## config.mk

```make
export PLATFORM = sky130hd
export DESIGN_NAME = b06_eql_driver
export DESIGN_NICKNAME = d
export VERILOG_FILES = /design/src/rtl/b06_eql_driver.sv
export SDC_FILE = /design/constraint.sdc
export NUM_CORES = 1
export LEC_CHECK = 0
export CORE_AREA = 2 2 58 60
export CTS_CLUSTER_SIZE = 30
export DETAILED_ROUTE_END_ITERATION = 8
export DIE_AREA = 0 0 60 62
export MAX_ROUTING_LAYER = met4
export PLACE_DENSITY = 0.82
export SYNTH_ARGS = -nofsm -noshare
export SYNTH_HDL_FRONTEND = slang
export SYNTH_SLANG_ARGS = --single-unit
```

## constraint.sdc

```tcl
create_clock -name CLOCK -period 1.7 [get_ports CLOCK]
set_clock_uncertainty 0.2 [all_clocks]
set_input_delay 0.34 -clock CLOCK [delete_from_list [all_inputs] [get_ports CLOCK]]
set_output_delay 0.34 -clock CLOCK [all_outputs]
set_load 0.005 [all_outputs]
```

## src/rtl/b06_eql_driver.sv

```systemverilog
// rtl/b06_eql_driver.sv - b06 interrupt-handler requester: four-phase EQL/ACKOUT handshake with timeout.
// Optional ENABLE_COUNT cycle counter on EN_CYCLES is built when B06_EQL_DRIVER_ENCOUNT_EN is defined.
module b06_eql_driver #(
  parameter int TMO_W = 4,
  parameter int CNT_W = 8
) (
  input  logic             CLOCK,
  input  logic             RESET,
  input  logic             START,
  input  logic             REQ_CONT,
  input  logic             ACKOUT,
  input  logic [1:0]       USCITE,
  input  logic [1:0]       CC_MUX,
  input  logic             ENABLE_COUNT,
  output logic             EQL,
  output logic             CONT_EQL,
  output logic             BUSY,
  output logic             DONE,
  output logic             ERROR,
  output logic [1:0]       CAP_USCITE,
  output logic [1:0]       CAP_CC_MUX,
  output logic [CNT_W-1:0] XACT_CNT,
  output logic [CNT_W-1:0] EN_CYCLES
);

  typedef enum logic [2:0] {
    IDLE, ASSERT, WAIT_HI, RELEASE, WAIT_LO, FINISH, FAIL
  } state_t;

  localparam logic [TMO_W-1:0] TMO_MAX = '1;
  localparam logic [TMO_W-1:0] TMO_ONE = 1;
  localparam logic [CNT_W-1:0] CNT_MAX = '1;
  localparam logic [CNT_W-1:0] CNT_ONE = 1;

  state_t           state;
  logic [TMO_W-1:0] tmo;
  logic [TMO_W-1:0] tmo_inc;
  logic             req_cont_q;

  // Saturating increment: the counter parks at the compare value.
  assign tmo_inc = (tmo == TMO_MAX) ? tmo : tmo + TMO_ONE;

  always_ff @(posedge CLOCK) begin
    if (RESET) begin
      state      <= IDLE;
      tmo        <= '0;
      req_cont_q <= 1'b0;
      EQL        <= 1'b0;
      CONT_EQL   <= 1'b0;
      BUSY       <= 1'b0;
      DONE       <= 1'b0;
      ERROR      <= 1'b0;
      CAP_USCITE <= '0;
      CAP_CC_MUX <= '0;
      XACT_CNT   <= '0;
    end else begin
      DONE  <= 1'b0;
      ERROR <= 1'b0;
      case (state)
        IDLE: begin
          if (START) begin
            req_cont_q <= REQ_CONT;
            tmo        <= '0;
            BUSY       <= 1'b1;
            state      <= ASSERT;
          end
        end
        ASSERT: begin
          EQL      <= 1'b1;
          CONT_EQL <= req_cont_q;
          state    <= WAIT_HI;
        end
        WAIT_HI: begin
          if (ACKOUT) begin
            CAP_USCITE <= USCITE;
            CAP_CC_MUX <= CC_MUX;
            tmo        <= '0;
            state      <= RELEASE;
          end else begin
            tmo <= tmo_inc;
            if (tmo_inc == TMO_MAX) begin
              EQL      <= 1'b0;
              CONT_EQL <= 1'b0;
              ERROR    <= 1'b1;
              state    <= FAIL;
            end
          end
        end
        RELEASE: begin
          EQL      <= 1'b0;
          CONT_EQL <= 1'b0;
          state    <= WAIT_LO;
        end
        WAIT_LO: begin
          if (!ACKOUT) begin
            DONE     <= 1'b1;
            XACT_CNT <= XACT_CNT + CNT_ONE;
            state    <= FINISH;
          end else begin
            tmo <= tmo_inc;
            if (tmo_inc == TMO_MAX) begin
              ERROR <= 1'b1;
              state <= FAIL;
            end
          end
        end
        default: begin
          // FINISH and FAIL: pulse already visible this cycle, head home.
          EQL      <= 1'b0;
          CONT_EQL <= 1'b0;
          BUSY     <= 1'b0;
          state    <= IDLE;
        end
      endcase
    end
  end

`ifdef B06_EQL_DRIVER_ENCOUNT_EN
  always_ff @(posedge CLOCK) begin
    if (RESET) begin
      EN_CYCLES <= '0;
    end else if (state == IDLE && START) begin
      EN_CYCLES <= '0;
    end else if (BUSY && ENABLE_COUNT && EN_CYCLES != CNT_MAX) begin
      EN_CYCLES <= EN_CYCLES + CNT_ONE;
    end
  end
`else
  logic unused_enable_count;
  assign unused_enable_count = ENABLE_COUNT;
  assign EN_CYCLES = '0;
`endif

endmodule

```

# --- After elaboration in Yosys (flattened, before gate mapping) ---
# Cells that the tools add are included.
op_classes:
  n_addsub: 2
  n_mux: 21
  n_reduce_logical: 11
  bitwise: 4
  n_eq_ne: 10
ops:
  columns: ["op", "n"]
  rows:
  - ["$mux 4", 4]
  - ["$pmux 3 s5", 1]
  - ["$mux 3", 4]
  - ["$pmux 4 s3", 1]
  - ["$add 8x1->8 const B", 1]
  - ["$eq 4x4->1 const B", 2]
  - ["$ne 2x2->1 const B", 4]
  - ["$reduce_and 2->1", 4]
  - ["$mux 1", 7]
  - ["$eq 3x2->1 const B", 2]
  - ["$pmux 1 s3", 2]
  - ["$reduce_and 3->1", 2]
  - ["$add 4x1->4 const B", 1]
  - ["$not 1->1", 4]
  - ["$pmux 1 s2", 2]
  - ["$reduce_or 2->1", 2]
  - ["$reduce_or 4->1", 1]
  - ["$eq 3x1->1 const B", 1]
  - ["$eq 3x3->1 const B", 1]
  - ["$logic_not 3->1", 1]
  - ["$reduce_bool 3->1", 1]
totals:
  register_bits: 25
  input_bits: 10
  elab_cells: 59

# --- Longest topological paths before layout ---
# Gate-level depths: netlist (run 1).
depth:
  depth_word: 6
  depth_mapped: 5

# --- Worst setup path before layout (run 1) ---
# No wires, ideal clock.
synth_path:
  path_type: "input -> register"
  startpoint: "in ACKOUT"
  endpoint: "reg tmo[0]"
  t_required_ns: 1.429
  t_arrival_ns: 1.564
  setup_ns: 0.071
  stages: 5
  n_path_buf: 1
  slack_ns: -0.135
  cell_sequence: "buf_6 or4b_4 nand2_2 or4b_1 a21oi_1"
synth_via:
  elab_chain_cells: 2
  elab_cells_between_ends: 4
  cone_classes: "eq/ne: 1; mux: 2; reduce/logical: 1"
synth_rtl:
  columns: ["item", "line_no", "rtl"]
  rows:
  - ["start, declared", "11", "input logic ACKOUT,"]
  - ["$mux 4 or $ne 2x2->1 (tied branches)", null, null]
  - ["$pmux 4 s3 or $reduce_and 3->1 (tied branches)", null, null]
  - ["end signal, assigned", "80", "tmo <= tmo_inc;"]
  - ["end signal, assigned", "100", "tmo <= tmo_inc;"]
  - ["end, declared", "36", "logic [TMO_W-1:0] tmo;"]
# Parallel ways exist; a longest one is shown, timed or not.
# A chain may end at the register's enable or synchronous reset.

# --- Worst setup path after layout (run 1) ---
layout_path:
  startpoint: "reg tmo[0]"
  endpoint: "reg state[2]"
layout_via:
  elab_chain_cells: 6
  elab_cells_between_ends: 8
  cone_classes: "add/sub: 1; eq/ne: 2; mux: 5"
layout_rtl:
  columns: ["item", "line_no", "rtl"]
  rows:
  - ["$add 4x1->4 or $eq 4x4->1 (tied branches)", "41", "assign tmo_inc = (tmo == TMO_MAX) ? tmo : tmo + TMO_ONE;"]
  - ["$mux 4 *", "41", null]
  - ["$eq 4x4->1 *", "81, 101", null]
  - ["$mux 3 *", null, null]
  - ["$mux 3 (on tied branches)", null, null]
  - ["$pmux 3 s5 *", null, null]
  - ["end signal, assigned", "78", "state <= RELEASE;"]
  - ["end signal, assigned", "85", "state <= FAIL;"]
  - ["end signal, assigned", "103", "state <= FAIL;"]
  - ["end, declared", "35", "state_t state;"]
# Every way passes the cells marked *; elsewhere a longest branch is shown, timed or not.

==> results of run 1 <==
-- registers in the layout, summed over array words and instances, names as in the netlist --
| signal | count |
|---|---|
| XACT_CNT | 8 |
| ERROR | 1 |
| DONE | 1 |
| tmo | 4 |
| CAP_CC_MUX | 2 |
| CONT_EQL | 1 |
| EQL | 1 |
| req_cont_q | 1 |
| state | 3 |
| BUSY | 1 |
| CAP_USCITE | 2 |
-- repair_timing --
item | 4_1_cts | 5_1_grt
buffers inserted | 10 | 3
endpoints found under the setup margin | 27 | 15
pin swaps | 7 | 11
endpoints found under the hold margin | 0 | 0
resized for setup | 42 | 11
-- stage by stage --
step	cells	TNS [ps]	setup WS (ps)	hold slack, ps
2_1_floorplan	146	-208	-128	243
3_3_place_gp	226	-4500	-445	238
3_5_place_dp	226	-5080	-472	246
4_1_cts	240	-120	-76.0	262
5_1_grt	242	-579	-152	279
6_report	242	-169	-91.8	262
-- Yosys cell counts, types with 2 or more instances --
master	count	area, µm²
dfxtp_1	25	500
nor2_1	18	67.6
a21oi_1	8	40.0
buf_4	8	60.1
nand2_1	7	26.3
xor2_1	7	61.3
o21ai_0	6	30.0
and3_1	4	25.0
clkbuf_1	4	15.0
mux2i_1	4	40.0
nand4_1	4	25.0
a211oi_1	3	22.5
inv_1	3	11.3
a22o_1	2	17.5
buf_2	2	10.0
ha_1	2	25.0
nand4b_1	2	17.5
nor3_1	2	10.0
nor4_1	2	12.5
xnor2_1	2	17.5
-- critical path, stage by stage (launching register included) --
cell and delay [ps]:
dfxtp_1 410, ha_4 200, xor2_2 220, a32oi_4 110
or3_4 430, a31oi_1 160
-- kinds of logic after synthesis --
group | after synthesis | synth area share, %
other | 1 | 0.303
adders and majority gates | 2 | 2.02
AOI/OAI and AO/OA | 27 | 14.1
xor gates and xnor gates | 9 | 6.38
DFF | 25 | 40.5
muxes | 4 | 3.24
and+or+nand+nor | 53 | 24.8
buffers and inverters | 18 | 8.70
-- per-layer routing --
metal  GRT usage, %  vias up  share of wire [%]
met1           20.6      521                 43
li1               -      591                  -
met4           4.44        0                1.8
met2           28.3       44                 49
met5              -        -                  0
met3           3.93       10                5.6
-- final timing paths --
| check | depth (start not counted) | startpoint | to | slack, ps |
|---|---|---|---|---|
| worst max-delay path | 5 | tmo[0]$_SDFFE_PP0P_ | state[2]$_SDFFE_PP0P_ | -90 |
| worst min-delay path | 1 | EQL$_SDFFE_PP0P_ | EQL$_SDFFE_PP0P_ | 260 |
| worst max register to register | 5 | tmo[0]$_SDFFE_PP0P_ | state[2]$_SDFFE_PP0P_ | -90 |
| worst min register to register | 1 | EQL$_SDFFE_PP0P_ | EQL$_SDFFE_PP0P_ | 260 |
-- cell type report --
| type | instances | area (µm²) |
|---|---|---|
| repair buffers | 61 | 505 |
| inverters | 3 | 11.3 |
| flip-flops and latches | 25 | 527 |
| clock inverters | 1 | 8.76 |
| well taps | 46 | 57.6 |
| multi-input cells | 103 | 727 |
| fillers | 292 | 1320 |
| clock buffers | 3 | 22.5 |
-- power by group --
| group | internal (µW) | switching [µW] |
|---|---|---|
| logic | 169 | 146 |
| clock network | 96.1 | 198 |
| registers | 615 | 14.4 |
==> flow_metrics.tcl, run 1 <==
set metrics [dict create \
    wl_um 3010 \
    via_count 1166 \
    die_w_um 60 \
    synth_edf_count 0 \
    gp_congestion 0.815 \
    rows 21 \
    fin_area_um2 1860 \
    clkTransAtPathRegs_ps 140 \
    hold_class "flop to flop" \
    mostFrequentLayoutCells "buf_4, dfxtp_2, nor2_1, dlygate4sd2_1, conb_1" \
    ir_drop_mv 0.597 \
    setup_slack_ps -91.8 \
    final_common_cell "buf_4" \
    core_um2 3180 \
    fp.dieArea_um2 3720 \
    ys.flop_type "dfxtp_1" \
    clk_latency_ps 340 \
    utilization_pct 58.5 \
    drtPass1Iterations 4 \
    fmax_mhz 558 \
    antenna_found_initial 0 \
    start_util_pct 38.9 \
    wl_per_cell_um 12.4 \
    die_y_um 62 \
    worstPathArrival_ps 1850 \
    avgSynthCellArea_um2 8.89 \
    rsz0062_at_grt "yes" \
    clockBufferDepth 2 \
    antennaDiodeCount 0 \
    required_ps 1750 \
    async_flop_share_pct 0 \
    cts_tree "built" \
    fin_nets 209 \
    hold_viol 0 \
    grt_max_degree 17 \
    synth_cell_types 44 \
    via_per_inst 4.82 \
    path_class "flop to flop" \
    drtIter0Drc 50 \
    min_period_over_period_pct 105 \
    io_pins 35 \
    numCtsBuffers 3 \
    status "finished, violations left" \
    io_buffers 25 \
    maxCapViolations 0 \
    dp_hpwl_um 1940 \
    antenna_left 0 \
    critPathLaunchType "flop" \
    cp_max_fo 4 \
    yosys_register_bits 25 \
    finalCriticalPeriod_ps 1790 \
    grt_pass1_vias 1067 \
    drive_above_1_share_pct 37.2 \
    p_leak_uw 0.000830 \
    finalPower_uw 1240 \
    area_growth_pct 50.4 \
    htree_num_levels 1 \
    worstSetupEndpointType "flop" \
    syn_inst 139 \
    grt_pass1_wl_um 4590 \
    ys_warn_count 0 \
    finalSetupViolCount 3 \
    yosysSeqAreaShare_pct 40.5 \
    syn-cell-area_um2 1240 \
    slew_viol_final 0 \
    place_area_um2 1650 \
    drc 0 \
    root_buffer "clkbuf_4" \
    grt_overflow 0 \
    hold_buffers 0 \
    grt_usage_pct 16.9 \
    clock-sinks 25 \
    power_density_nw_per_um2 666 \
    violations "negative setup slack" \
]
Note: power is estimated with default switching activity, not from simulation.
==> inputs of run 2 (changes only) <==
- CELL_PAD_IN_SITES_DETAIL_PLACEMENT: unset -> 0
- CELL_PAD_IN_SITES_GLOBAL_PLACEMENT: unset -> 2
- CORE_AREA: 2 2 58 60 -> 2 2 75 77
- CTS_CLUSTER_SIZE: 30 -> 14
- DIE_AREA: 0 0 60 62 -> 0 0 77 79
==> run 2 against run 1 <==
The flow still finishes with violations (negative setup slack). Sequential power is essentially flat. Maximum frequency grew 0.70%. Clock-buffer cell count grew 1. Core utilization shrank 24 points. Flip-flop and latch count is the same. Highest routed layer unchanged. Via count shrank 3.5%. Hold slack gained 5.0 ps. Non-clock buffer count shrank 7. Critical path depth is the same. Worst setup slack gained 13 ps. Wire length shrank 0.60%. Total power grew 4.3%.
==> flow_metrics.tcl, run 2 (synthesized netlist as in run 1, its figures left out) <==
set metrics [dict create \
    status "finished, violations left" \
    violations "negative setup slack" \
    reg2reg_to "tmo[0]$_SDFFE_PP0P_" \
    finalSetupViolCount 1 \
    reg2regPathDepth 4 \
    largest_register_ffs 8 \
    drtIter0Drc 26 \
    area_growth_pct 50.6 \
    clockBufferDepth 2 \
    regMostFlops "XACT_CNT" \
    hold_class "flop to flop" \
    reg2reg_from "state[2]$_SDFFE_PP0P_" \
    start_util_pct 23.2 \
    htree_num_levels 1 \
    finalCriticalPeriod_ps 1780 \
    p_seq_share_pct 48.7 \
    fin_cells 261 \
    path_cells "clkdlybuf4s50_1, nor2_1, o31a_1, or4b_4, a21oi_2" \
    rsz0062_at_grt "yes" \
    reg_top3 "XACT_CNT: 8 flops, tmo: 4 flops, state: 3 flops" \
    antenna_found_initial 0 \
    required_ps 1720 \
    rows 27 \
    final_common_cell "buf_4" \
    hold_viol 0 \
    maxCapViolations 0 \
    min_period_over_period_pct 105 \
    clock-sinks 25 \
    io_pins 35 \
    die_w_um 77 \
    fillers 595 \
    cp_max_fo 2 \
    path_buf_inv 1 \
    numCtsBuffers 3 \
    die_y_um 79 \
    power.share.switching_pct 27.2 \
    clk_latency_ps 270 \
    clkPwrFrac_pct 28.0 \
    dp_hpwl_um 2090 \
    path_class "input port to flop" \
    power.switching_uw 352 \
    worstSetupEndpointType "flop" \
    ir_drop_mv 0.301 \
    grt_overflow 0 \
    finalPower_uw 1290 \
    clkTransAtPathRegs_ps 90 \
    drtPass1Iterations 4 \
    fmax_mhz 562 \
    holdWs_ps 267 \
    io_buffers 25 \
    min-delay-start "EQL$_SDFFE_PP0P_" \
    grt_pass1_vias 1053 \
    via_count 1125 \
    drc 0 \
    r2r_slack_ps -70 \
    slew_viol_final 0 \
    slowest_delay_ps 510 \
    hold_buffers 0 \
    wl_um 2990 \
    setup_slack_ps -79.3 \
    core_um2 5340 \
    cts_tree "built" \
    grt_pass1_wl_um 4880 \
    holdPathStages 1 \
    internal_power_uw 940 \
    worstPathArrival_ps 1800 \
    wl_per_cell_um 11.5 \
    power_density_nw_per_um2 694 \
    cp.depth 5 \
    min_to "EQL$_SDFFE_PP0P_" \
    critPathLaunchType "input port" \
    antenna_left 0 \
    grt_usage_pct 10.4 \
    root_buffer "clkbuf_8" \
    cpLargestDelayFamily "simple AND/OR/NAND/NOR gates" \
    gp_congestion 0.750 \
    power_frac_comb_pct 23.2 \
    p_leak_uw 0.000848 \
    fin_nets 202 \
    placedCellCount 252 \
    mostFrequentLayoutCells "buf_4, nor2_1, clkdlybuf4s50_1" \
    drive_above_1_share_pct 31.2 \
    antennaDiodeCount 0 \
    via_per_inst 4.31 \
    fp.dieArea_um2 6080 \
    cp_slowest_cell "or4b_4" \
    grt_max_degree 14 \
]
run 2: cell types whose count changed in the layout (fill, tap and decap cells not counted), moves of 3 or more:
cell | before | now
buf_4 | 34 | 27
dfxtp_2 | 18 | 13
clkdlybuf4s50_1 | 7 | 17
clkbuf_8 | 0 | 3
dlymetal6s2s_1 | 0 | 6
dlygate4sd2_1 | 18 | 2
dfxtp_1 | 6 | 11
clkbuf_4 | 3 | 0
run 2: final cells by class:
| class | instances | area (µm²) | share of cell area (%) |
|---|---|---|---|
| clock buffers | 4 | 45.0 | 2.42 |
| well taps | 72 | 90.1 | 4.84 |
| inverters | 3 | 11.3 | 0.605 |
| repair buffers | 54 | 488 | 26.2 |
| multi-input cells | 103 | 707 | 38.0 |
| flip-flops and latches | 25 | 520 | 28.0 |
run 2: worst register-to-register path, cell delays in order (launching register included):
cell and delay, ps:
dfxtp_2 340, or4b_4 520, nand2_2 90, or4b_4 450, a21oi_2 110
run 2: how the worst max path moves through the flow:
stage / startpoint / to / slack [ps]
floorplan: ACKOUT / tmo[0]$_SDFFE_PP0P_ / -130
global route: state[2]$_SDFFE_PP0P_ / tmo[0]$_SDFFE_PP0P_ / -120
global placement: ACKOUT / tmo[0]$_SDFFE_PP0P_ / -450
detailed placement: ACKOUT / tmo[0]$_SDFFE_PP0P_ / -460
finish: START / tmo[0]$_SDFFE_PP0P_ / -80
CTS: state[2]$_SDFFE_PP0P_ / tmo[0]$_SDFFE_PP0P_ / -90
run 2: per-stage QoR:
stage | instance area [µm²] | worst slack, ps | TNS [ps] | utilization [%]
finish | 1860 | -79.3 | -79.3 | 34.9
global route | 1860 | -122 | -389 | 34.9
CTS | 1790 | -85.1 | -85.1 | 33.5
detailed placement | 1690 | -459 | -5060 | 31.6
global placement | 1690 | -452 | -5290 | 31.6
floorplan | 1260 | -128 | -208 | -
run 2: routing by layer:
metal	GRT usage (%)	wire length, µm
met1	13.4	1420
met2	16.1	1410
met3	2.05	103
met4	4.29	53
met5	-	0
run 2: what timing repair did:
item / CTS / global route
hold endpoints to repair: 0 / 0
buffers inserted: 4 / 1
gates resized for setup: 16 / 21
endpoints found under the setup margin: 16 / 28
pin swaps: 6 / 8
run 2: power groups by stage:
stage,Combinational [µW],Sequential [µW],Clock [µW]
detailed placement,269,643,0
floorplan,164,641,0
global placement,271,642,0
global route,329,634,412
CTS,279,630,386
finish,300,629,362
==> inputs of run 3 (changes only) <==
==> constraint.sdc (replaced) <==
create_clock -name CLOCK -period 1.7 [get_ports CLOCK]
set_clock_uncertainty 0.2 [all_clocks]
set_input_delay 0.51 -clock CLOCK [delete_from_list [all_inputs] [get_ports CLOCK]]
set_output_delay 0.51 -clock CLOCK [all_outputs]
set_load 0.005 [all_outputs]
==> run 3 against run 2 <==
The run still ends with negative setup slack left. Die area unchanged. Sequential share of layout area is 0.34 points lower. Register-to-register slack worse by 40 ps. Worst setup slack worse by 27 ps. Final area stayed put. Clock-buffer cell count unchanged. Maximum frequency fell by 1.5%. Wire length grew 0.84%. Hold slack got worse by 21 ps. Critical path depth down 1. Critical path type is now flop to flop. Critical endpoint unchanged. Highest routed layer unchanged.
==> flow_metrics.tcl, run 3 (synthesized netlist as in run 1, its figures left out) <==
set metrics [dict create \
    power_density_nw_per_um2 694 \
    htree_num_levels 1 \
    reg2reg_from "state[2]$_SDFFE_PP0P_" \
    grt_pass1_vias 1126 \
    fin_nets 205 \
    core_um2 5340 \
    largest_register_ffs 8 \
    rows 27 \
    clock-sinks 25 \
    start_util_pct 23.2 \
    io_pins 35 \
    slew_viol_final 0 \
    worstSetupEndpointType "flop" \
    via_per_inst 4.27 \
    drive_above_1_share_pct 31.8 \
    die_y_um 79 \
    grt_max_degree 15 \
    fp.dieArea_um2 6080 \
    cts_tree "built" \
    hold_class "flop to flop" \
    violations "negative setup slack" \
    regMostFlops "XACT_CNT" \
    wl_um 3010 \
    worstPathArrival_ps 1820 \
    drtIter0Drc 20 \
    clk_latency_ps 270 \
    r2r_slack_ps -110 \
    grt_usage_pct 10.7 \
    finalSetupViolCount 1 \
    reg2reg_to "tmo[0]$_SDFFE_PP0P_" \
    area_growth_pct 50.6 \
    grt_pass1_wl_um 5090 \
    gp_congestion 0.763 \
    crit_path_end "tmo[0]$_SDFFE_PP0P_" \
    final_common_cell "buf_4" \
    root_buffer "clkbuf_8" \
    drc 0 \
    antenna_found_initial 0 \
    cp_max_fo 3 \
    maxCapViolations 0 \
    io_buffers 25 \
    antennaDiodeCount 0 \
    preCtsSetupSlack_ps -626 \
    status "finished, violations left" \
    setup_slack_ps -106 \
    ir_drop_mv 0.276 \
    fin_area_um2 1860 \
    reg_top3 "XACT_CNT: 8 flops, tmo: 4 flops, state: 3 flops" \
    p_leak_uw 0.000813 \
    clkTransAtPathRegs_ps 90 \
    mostFrequentLayoutCells "buf_4, dlygate4sd2_1, nor2_1" \
    die_w_um 77 \
    min_period_over_period_pct 106 \
    via_count 1128 \
    grt_overflow 0 \
    place_area_um2 1720 \
    hold_viol 0 \
    required_ps 1710 \
    fmax_mhz 554 \
    antenna_left 0 \
    dp_hpwl_um 2130 \
    critPathLaunchType "flop" \
    wl_per_cell_um 11.4 \
    path_class "flop to flop" \
    reg2regPathDepth 4 \
    crit_start "state[2]$_SDFFE_PP0P_" \
    numCtsBuffers 3 \
    drtPass1Iterations 4 \
    clockBufferDepth 2 \
    finalCriticalPeriod_ps 1810 \
    rsz0062_at_grt "yes" \
]
run 3: cell count changes in the layout (fill, tap and decap cells not counted), sizes merged:
cell | previous run | this run
clkbuf | 4 | 5
clkdlybuf4s50 | 17 | 6
buf | 29 | 32
dlygate4sd2 | 2 | 18
dlymetal6s2s | 6 | 0
run 3: area by class of cell:
class	instances	area, µm²
Sequential cell	25	514
Inverter	3	11.3
Multi-Input combinational cell	103	734
Tap cell	72	90.1
Fill cell	608	3480
Timing Repair Buffer	57	467
Clock buffer	4	45.0
run 3: report_power, final:
part | internal, µW | total (µW) | switching, µW
registers | 614 | 629 | 15.5
logic | 162 | 306 | 145
clock network | 168 | 357 | 189
run 3: how the worst min path moves through the flow:
stage / start / to / slack [ps] / cells past startpoint
after floorplan: req_cont_q$_SDFFE_PP0P_ / CONT_EQL$_SDFFE_PP0P_ / 240 / 1
after global placement: EQL$_SDFFE_PP0P_ / EQL$_SDFFE_PP0P_ / 240 / 1
after detailed placement: EQL$_SDFFE_PP0P_ / EQL$_SDFFE_PP0P_ / 250 / 1
after CTS: EQL$_SDFFE_PP0P_ / EQL$_SDFFE_PP0P_ / 250 / 1
after global routing: EQL$_SDFFE_PP0P_ / EQL$_SDFFE_PP0P_ / 280 / 1
final: EQL$_SDFFE_PP0P_ / EQL$_SDFFE_PP0P_ / 250 / 1
run 3: repair_timing:
action	in CTS	in global routing
endpoints found under the setup margin	37	21
hold buffers	0	0
pin swaps	3	5
gates resized for setup	35	12
setup buffers	4	0
run 3: critical path: stages (launching register included):
cell and delay [ps]:
dfxtp_2 340, or4b_4 540, nand2_2 80, or4b_4 460, a21oi_2 130
run 3: through the flow:
step | utilization, % | std cells | total power [µW] | TNS [ps] | hold WS, ps
global route | 34.9 | 264 | 1370 | -955 | 284
floorplan | - | 146 | 806 | -857 | 243
detailed placement | 32.3 | 257 | 929 | -8970 | 247
global placement | 32.3 | 257 | 930 | -8830 | 240
CTS | 33.9 | 264 | 1300 | -161 | 252
finish | 34.9 | 264 | 1290 | -106 | 246
run 3: routing by layer:
layer / global-route usage (%) / up-vias / wire (µm) / share of wire, %
met5: - / - / 0 / 0
met4: 4.64 / 0 / 36 / 1.2
li1: - / 580 / - / -
met2: 17.4 / 23 / 1380 / 46
met3: 2.05 / 4 / 108 / 3.6
met1: 13.0 / 521 / 1490 / 49
